**src/rtl/spi_output_frame.sv**
```systemverilog
// spi_output_frame: SPI frame transmitter with active-low chip select, per-byte dc flag,
// selectable bit order and a programmable idle gap between frames.
module spi_output_frame #(
  parameter int NUM_BYTES  = 5,
  parameter bit LSB_FIRST  = 1'b0,
  parameter int GAP_CYCLES = 2,
  parameter bit IDLE_MOSI  = 1'b0
) (
  input  logic                   sclk,
  input  logic                   rst,
  input  logic                   in_valid,
  output logic                   in_ready,
  input  logic [8*NUM_BYTES-1:0] in_bytes,
  input  logic [NUM_BYTES-1:0]   in_dc,
  output logic                   mosi,
  output logic                   cs_n,
  output logic                   dc,
  output logic                   busy,
  output logic                   done
);
  localparam int NB = 8 * NUM_BYTES;
  localparam int CW = $clog2(NB);
  localparam int GW = GAP_CYCLES > 1 ? $clog2(GAP_CYCLES) : 1;
  localparam logic [CW-1:0] CNT_LAST = CW'(NB - 1);
  localparam logic [GW-1:0] GAP_LAST = GW'(GAP_CYCLES > 0 ? GAP_CYCLES - 1 : 0);

  typedef enum logic [1:0] {IDLE, SHIFT, GAP} state_t;

  state_t               state_q, state_d;
  logic [NB-1:0]        sh_q, sh_d;
  logic [NUM_BYTES-1:0] dcr_q, dcr_d;
  logic [CW-1:0]        cnt_q, cnt_d, cnt_nx;
  logic [GW-1:0]        gap_q, gap_d;
  logic                 mosi_q, mosi_d, cs_n_q, cs_n_d, dc_q, dc_d, done_q, done_d;

  // sh_q and dcr_q hold only what is still to be sent; the next bit/flag sits at the output end
  always_comb begin
    state_d = state_q;
    sh_d    = sh_q;
    dcr_d   = dcr_q;
    cnt_d   = cnt_q;
    gap_d   = gap_q;
    mosi_d  = mosi_q;
    cs_n_d  = cs_n_q;
    dc_d    = dc_q;
    done_d  = 1'b0;
    cnt_nx  = cnt_q + 1'b1;
    if (state_q == IDLE) begin
      if (in_valid) begin
        state_d = SHIFT;
        cs_n_d  = 1'b0;
        cnt_d   = '0;
        mosi_d  = LSB_FIRST ? in_bytes[0] : in_bytes[NB-1];
        sh_d    = LSB_FIRST ? in_bytes >> 1 : in_bytes << 1;
        dc_d    = LSB_FIRST ? in_dc[0] : in_dc[NUM_BYTES-1];
        dcr_d   = LSB_FIRST ? in_dc >> 1 : in_dc << 1;
      end
    end else if (state_q == SHIFT) begin
      if (cnt_q == CNT_LAST) begin
        state_d = GAP_CYCLES > 0 ? GAP : IDLE;
        cs_n_d  = 1'b1;
        mosi_d  = IDLE_MOSI;
        dc_d    = 1'b0;
        done_d  = 1'b1;
        gap_d   = '0;
      end else begin
        cnt_d  = cnt_nx;
        mosi_d = LSB_FIRST ? sh_q[0] : sh_q[NB-1];
        sh_d   = LSB_FIRST ? sh_q >> 1 : sh_q << 1;
        if (cnt_nx[2:0] == 3'd0) begin
          dc_d  = LSB_FIRST ? dcr_q[0] : dcr_q[NUM_BYTES-1];
          dcr_d = LSB_FIRST ? dcr_q >> 1 : dcr_q << 1;
        end
      end
    end else begin
      gap_d = gap_q + 1'b1;
      if (gap_q == GAP_LAST) state_d = IDLE;
    end
  end

  always_ff @(posedge sclk or posedge rst) begin
    if (rst) begin
      state_q <= IDLE;
      sh_q    <= '0;
      dcr_q   <= '0;
      cnt_q   <= '0;
      gap_q   <= '0;
      mosi_q  <= IDLE_MOSI;
      cs_n_q  <= 1'b1;
      dc_q    <= 1'b0;
      done_q  <= 1'b0;
    end else begin
      state_q <= state_d;
      sh_q    <= sh_d;
      dcr_q   <= dcr_d;
      cnt_q   <= cnt_d;
      gap_q   <= gap_d;
      mosi_q  <= mosi_d;
      cs_n_q  <= cs_n_d;
      dc_q    <= dc_d;
      done_q  <= done_d;
    end
  end

  assign in_ready = state_q == IDLE;
  assign busy     = state_q != IDLE;
  assign mosi     = mosi_q;
  assign cs_n     = cs_n_q;
  assign dc       = dc_q;
  assign done     = done_q;
endmodule

```
**config.mk**
```make
export PLATFORM = sky130hd
export DESIGN_NAME = spi_output_frame
export DESIGN_NICKNAME = d
export VERILOG_FILES = /design/src/rtl/spi_output_frame.sv
export SDC_FILE = /design/constraint.sdc
export NUM_CORES = 1
export LEC_CHECK = 0
export BUFFER_PORTS_ARGS = -buffer_cell sky130_fd_sc_hd__buf_2
export CAP_MARGIN = 20
export CORE_MARGIN = 3
export CORE_UTILIZATION = 49
export CTS_BUF_LIST = sky130_fd_sc_hd__clkbuf_16
export DETAILED_ROUTE_END_ITERATION = 8
export GPL_ROUTABILITY_DRIVEN = 0
export GPL_TIMING_DRIVEN = 0
export MAX_ROUTING_LAYER = met4
export PLACE_DENSITY = 0.75
export SLEW_MARGIN = 20
export SYNTH_ARGS = -nofsm -noshare
export SYNTH_HDL_FRONTEND = slang
export SYNTH_SLANG_ARGS = --single-unit
export TNS_END_PERCENT = 5
```
**constraint.sdc**
```tcl
create_clock -name sclk -period 1.6 [get_ports sclk]
set_input_delay 0.08 -clock sclk [delete_from_list [all_inputs] [get_ports sclk]]
set_output_delay 0.08 -clock sclk [all_outputs]
set_load 0.02 [all_outputs]
```
== Word level (Yosys, flattened, before mapping) ==
Index checks and enable logic that the tools add are counted.

* Register bits after elaboration: 58
* Input port bits: 48
* Output and inout port bits: 6
* Logic and storage cells: 69

* Add/subtract/negate cells: 2
* Equality and inequality tests: 6
* Mux-type cells: 36
* Bitwise gates (word level): 1
* Reduce and logical (&&, ||, !) cells: 15

{| class="wikitable"
|+ Operator list
! cell !! count
|-
| 40-bit 2-to-1 mux || 4
|-
| 5-bit 2-to-1 mux || 5
|-
| 6-bit 2-to-1 mux || 4
|-
| 1-bit 2-to-1 mux || 18
|-
| 3-bit AND reduction || 4
|-
| 2-bit 2-to-1 mux || 5
|-
| 2-bit nonzero test || 4
|-
| 6-bit by 1-bit adder with 6-bit output (second input constant) || 1
|-
| 6-bit == test (second input constant) || 1
|-
| 3-bit nonzero test || 2
|-
| 2-bit != test (second input constant) || 2
|-
| 2-bit AND reduction || 2
|-
| 4-bit AND reduction || 1
|-
| 3-bit zero test || 1
|-
| 3-bit by 2-bit != test with 1-bit output (second input constant) || 1
|-
| 2-bit by 1-bit == test with 1-bit output (second input constant) || 1
|-
| 2-bit zero test || 1
|-
| 2-bit by 1-bit != test with 1-bit output (second input constant) || 1
|-
| 1-bit adder (second input constant) || 1
|-
| 1-bit inverter || 1
|}

== Depth between registers and ports, before layout ==
* Depth after elaboration: 6
* Mapped depth: 7
* Gate-level depth less buffers: 5

== Least setup slack after synthesis ==
Ideal clock, no wire load.

* Path kind: register -> register
* From: reg cnt_q[0]
* To: reg dcr_q[2]
* Setup time: 0.125 ns
* Arrival: 1.522 ns
* Data required time: 1.475 ns
* Slack: -0.047 ns
* Cell stages (with the launch flop): 6
* Path buffers: 0
* Period minus slack after synthesis: 1.647 ns
* Cells stage by stage: dfrtp_1 ha_1 xnor2_1 nand2_1 o31ai_4 mux2_4

* Cells in the longest elaborated chain, start to end: 4
* Elaborated cells between the ends (all ways): 6
* Classes of those cells: add/sub: 1; eq/ne: 2; reduce/logical: 3

{| class="wikitable"
|+ Ends and longest elaborated chain
! element !! line !! source
|-
| from (decl) || 32 || <nowiki>logic [CW-1:0] cnt_q, cnt_d, cnt_nx;</nowiki>
|-
| from (signal assigned) || 96 || <nowiki>cnt_q <= cnt_d;</nowiki>
|-
| 6-bit by 1-bit adder with 6-bit output || 47 || <nowiki>cnt_nx = cnt_q + 1'b1;</nowiki>
|-
| 3-bit zero test || 70 || <nowiki>if (cnt_nx[2:0] == 3'd0) begin</nowiki>
|-
| 2-bit nonzero test (no source line) || - ||
|-
| 4-bit AND reduction (no source line) * || - ||
|-
| to (signal assigned) || 95 || <nowiki>dcr_q <= dcr_d;</nowiki>
|-
| to (decl) || 31 || <nowiki>logic [NUM_BYTES-1:0] dcr_q, dcr_d;</nowiki>
|}

Mark *: on every way between the ends. The rest lies on a longest branch, timed or not.
A chain may end at the register's enable or synchronous reset.

== Worst setup path in the final report ==
* From: reg cnt_q[0]
* To: reg dcr_q[4]

Same word-level chain as after synthesis.

==> results.ini <==
[timing]
rsz0062_at_grt = yes
finalCritPeriodShare_pct = 101
hold_viol = 0
slew_viol_final = 0
fmax_mhz = 620
whs_ns = 0.0309
setup_viol = 3
min_period_ns = 1.61
slew_headroom_pct = 55.2
fin_ws_ns = -0.0138
setup_tns_ns = -0.0402
tightest_slew_ns = 0.672
finClkSkew_ns = 0.00664

[yosys]
muxShareOfSynthArea_pct = 17.3
synthArstFlopShare_pct = 100
ys.flop_type = dfrtp_1
synth.avg_cell_area_sq_um = 10.5
syn_area_sq_um = 2760
synth_top_family_by_area = multiplexers
synth_nets = 312
synth_xor_area_share_pct = 0.317
ys_warn_count = 0
synth_compound_area_share_pct = 13.1
yosys.cell_types.count = 39
synth_edf_count = 0
synth_fa_ha_area_share_pct = 0.906
yosysSeqAreaShare_pct = 50.8
postSynthRegisterBits = 56
syn_inst = 262
yosys.area_share.simple_pct = 13.2

[layout]
mostFrequentLayoutCell = buf_2
nNetsFinal = 376
mostFrequentLayoutCells = buf_2, dfrtp_1, nand2_1
area_delta_synth_final_pct = 21.1
drive_gt1_share_pct = 28.7
antenna_cells = 0

[worst_setup_path]
worstPathArrival_ns = 1.79
crit_path_start_kind = flip-flop
cp-end-kind = flip-flop
crit_type = flip-flop to flip-flop
cp_data_required_time_ns = 1.78
reg2reg_from = cnt_q[0]$_DFFE_PP0P_
path_buf_inv = 0
crit_fanout = 4
slowest_stage = dfrtp_2
max_stage_delay_ns = 0.43
startpoint = cnt_q[0]$_DFFE_PP0P_
path_delay_family = flip-flops
path_cells = ha_4 > xnor2_2 > nand2_2 > o31ai_4 > mux2_4

[placed_design]
port_buffers = 53
hpwl_um = 4020

[clocking]
cts_tree = yes
h-tree-depth = 2
numClockSinks = 56
clock_latency_ns = 0.29
clk_pin_slew_ns = 0.07
numCtsBuffers = 5
cts.path.max_buffers = 2
cts-root-buf = clkbuf_16

[routing]
postRouteWirelength_um = 5740
via_per_inst = 5.34
routedWlPerCell_um = 14.4
route.detailed.drc = 0
drt_iter0_drc = 139
ant_nets = 0
vias = 2120
first_pass_iters = 4

[global_route]
track_usage_pct = 19.4
grt_pass1_vias = 2090
grt_antenna_before_repair = 0
grt_pass1_wl_um = 9640
grt_max_degree = 57
overflow = 0

[hold_path]
holdCritStartpoint = in_dc[0]
hold_path.class = input port to flip-flop

[die]
dieArea_sq_um = 6570
num_rows = 26
die_w_um = 81.1
start_util_pct = 52.4
core_sq_um = 5270
die_y_um = 81.1
io_pins = 54

[run_status]
violations = setup timing
status = finished with violations

[power]
power_density_nw_per_um2 = 1920
peakVddDrop_v = 0.000802
power_leakage_uw = 0.00149

[flow_run]
cap_violations = 0

[synthesized netlist by cell type, types with 2 or more instances]
library cell	count	area, sq um
nor2b_1	6	37.5
buf_6	4	45.0
ha_1	2	25.0
clkbuf_1	2	7.51
a21oi_1	5	25.0
mux2_4	3	45.0
dfrtp_1	55	1380
buf_2	7	35.0
nand2b_1	5	31.3
mux2_2	3	33.8
mux2i_1	40	400
nand3_1	4	20.0
nor2_1	7	26.3
nand2_1	49	184
o21ai_1	22	110
nor2_4	2	22.5
inv_1	5	18.8
o21ai_0	20	100
[final cells by class]
| cell class | count | area, sq um |
|---|---|---|
| fill | 460 | 1920 |
| multi-input combinational | 186 | 1280 |
| inverter | 5 | 21.3 |
| timing repair buffer | 57 | 298 |
| sequential | 56 | 1410 |
| clock inverter | 3 | 15.0 |
| clock buffer | 5 | 125 |
| tap | 70 | 87.6 |
| buffer | 15 | 114 |
[sequential cells by signal, indices dropped and copies added (netlist names)]
signal / cells
sh_q: 39
cnt_q: 6
dcr_q: 4
state_q: 2
cs_n: 1
dc: 1
done: 1
gap_q: 1
mosi: 1
[timing repair]
| action | in CTS | in global routing |
|---|---|---|
| gates resized for setup | 7 | 5 |
| setup buffers | 3 | 0 |
| endpoints found under the hold margin | 55 | 0 |
| endpoints found under the setup margin | 37 | 38 |
| hold buffers | 1 | 0 |
| cloned | 0 | 0 |
| pin swaps | 3 | 0 |
[logic make-up (layout without fill, tap and decap cells)]
| logic type | count (synthesis) | in the layout |
|---|---|---|
| multiplexers | 46 | 46 |
| flip-flops | 56 | 56 |
| buffers and inverters | 20 | 85 |
| adder cells (fa/ha/maj) | 2 | 2 |
| AND/OR/NAND/NOR | 78 | 78 |
| AO/OA/AOI/OAI | 59 | 59 |
| XOR/XNOR | 1 | 1 |
[per-layer routing]
metal  share of wire (%)  up-vias  track usage (%)
met5                   0        -                -
met4                 2.0        0             7.94
met3                 4.8        9             3.66
met2                  48       48             29.8
met1                  45     1024             25.5
li1                    -     1039                -
[tightest hold or removal path, stage by stage]
cell and delay, ns:
buf_2 0.07, nand3b_1 0.06, o21ai_0 0.07
[path summary, 6_finish.rpt]
check | endpoint | slack (ns) | cells past startpoint
worst min register to register | sh_q[27]$_DFFE_PP0P_ | 0.48 | 2
max in group asynchronous | cnt_q[1]$_DFFE_PP0P_ | 0.67 | 3
worst max register to register | dcr_q[4]$_DFFE_PP0P_ | -0.01 | 5
worst max-delay path | dcr_q[4]$_DFFE_PP0P_ | -0.01 | 5
worst min-delay path | dcr_q[1]$_DFFE_PP0P_ | 0.03 | 3
min in group asynchronous | sh_q[14]$_DFFE_PP0P_ | 0.46 | 3
[stage by stage]
stage	util (%)	cells	setup WS [ns]	instance area (sq um)	total power [uW]
6_report	63.5	397	-0.0138	3350	6430
5_1_grt	63.5	397	-0.0700	3350	6930
4_1_cts	63.1	397	-0.00182	3330	6430
3_5_place_dp	59.2	385	-0.141	3120	5220
3_3_place_gp	59.2	385	-0.573	3120	5110
2_1_floorplan	-	262	-0.0295	2770	4580
[power breakdown]
part	internal (uW)	total, uW	switching [uW]
logic	1370	2910	1540
clock network	570	1050	477
registers	2070	2470	404
total	4010	6430	2420
(Power assumes the default switching activity.)
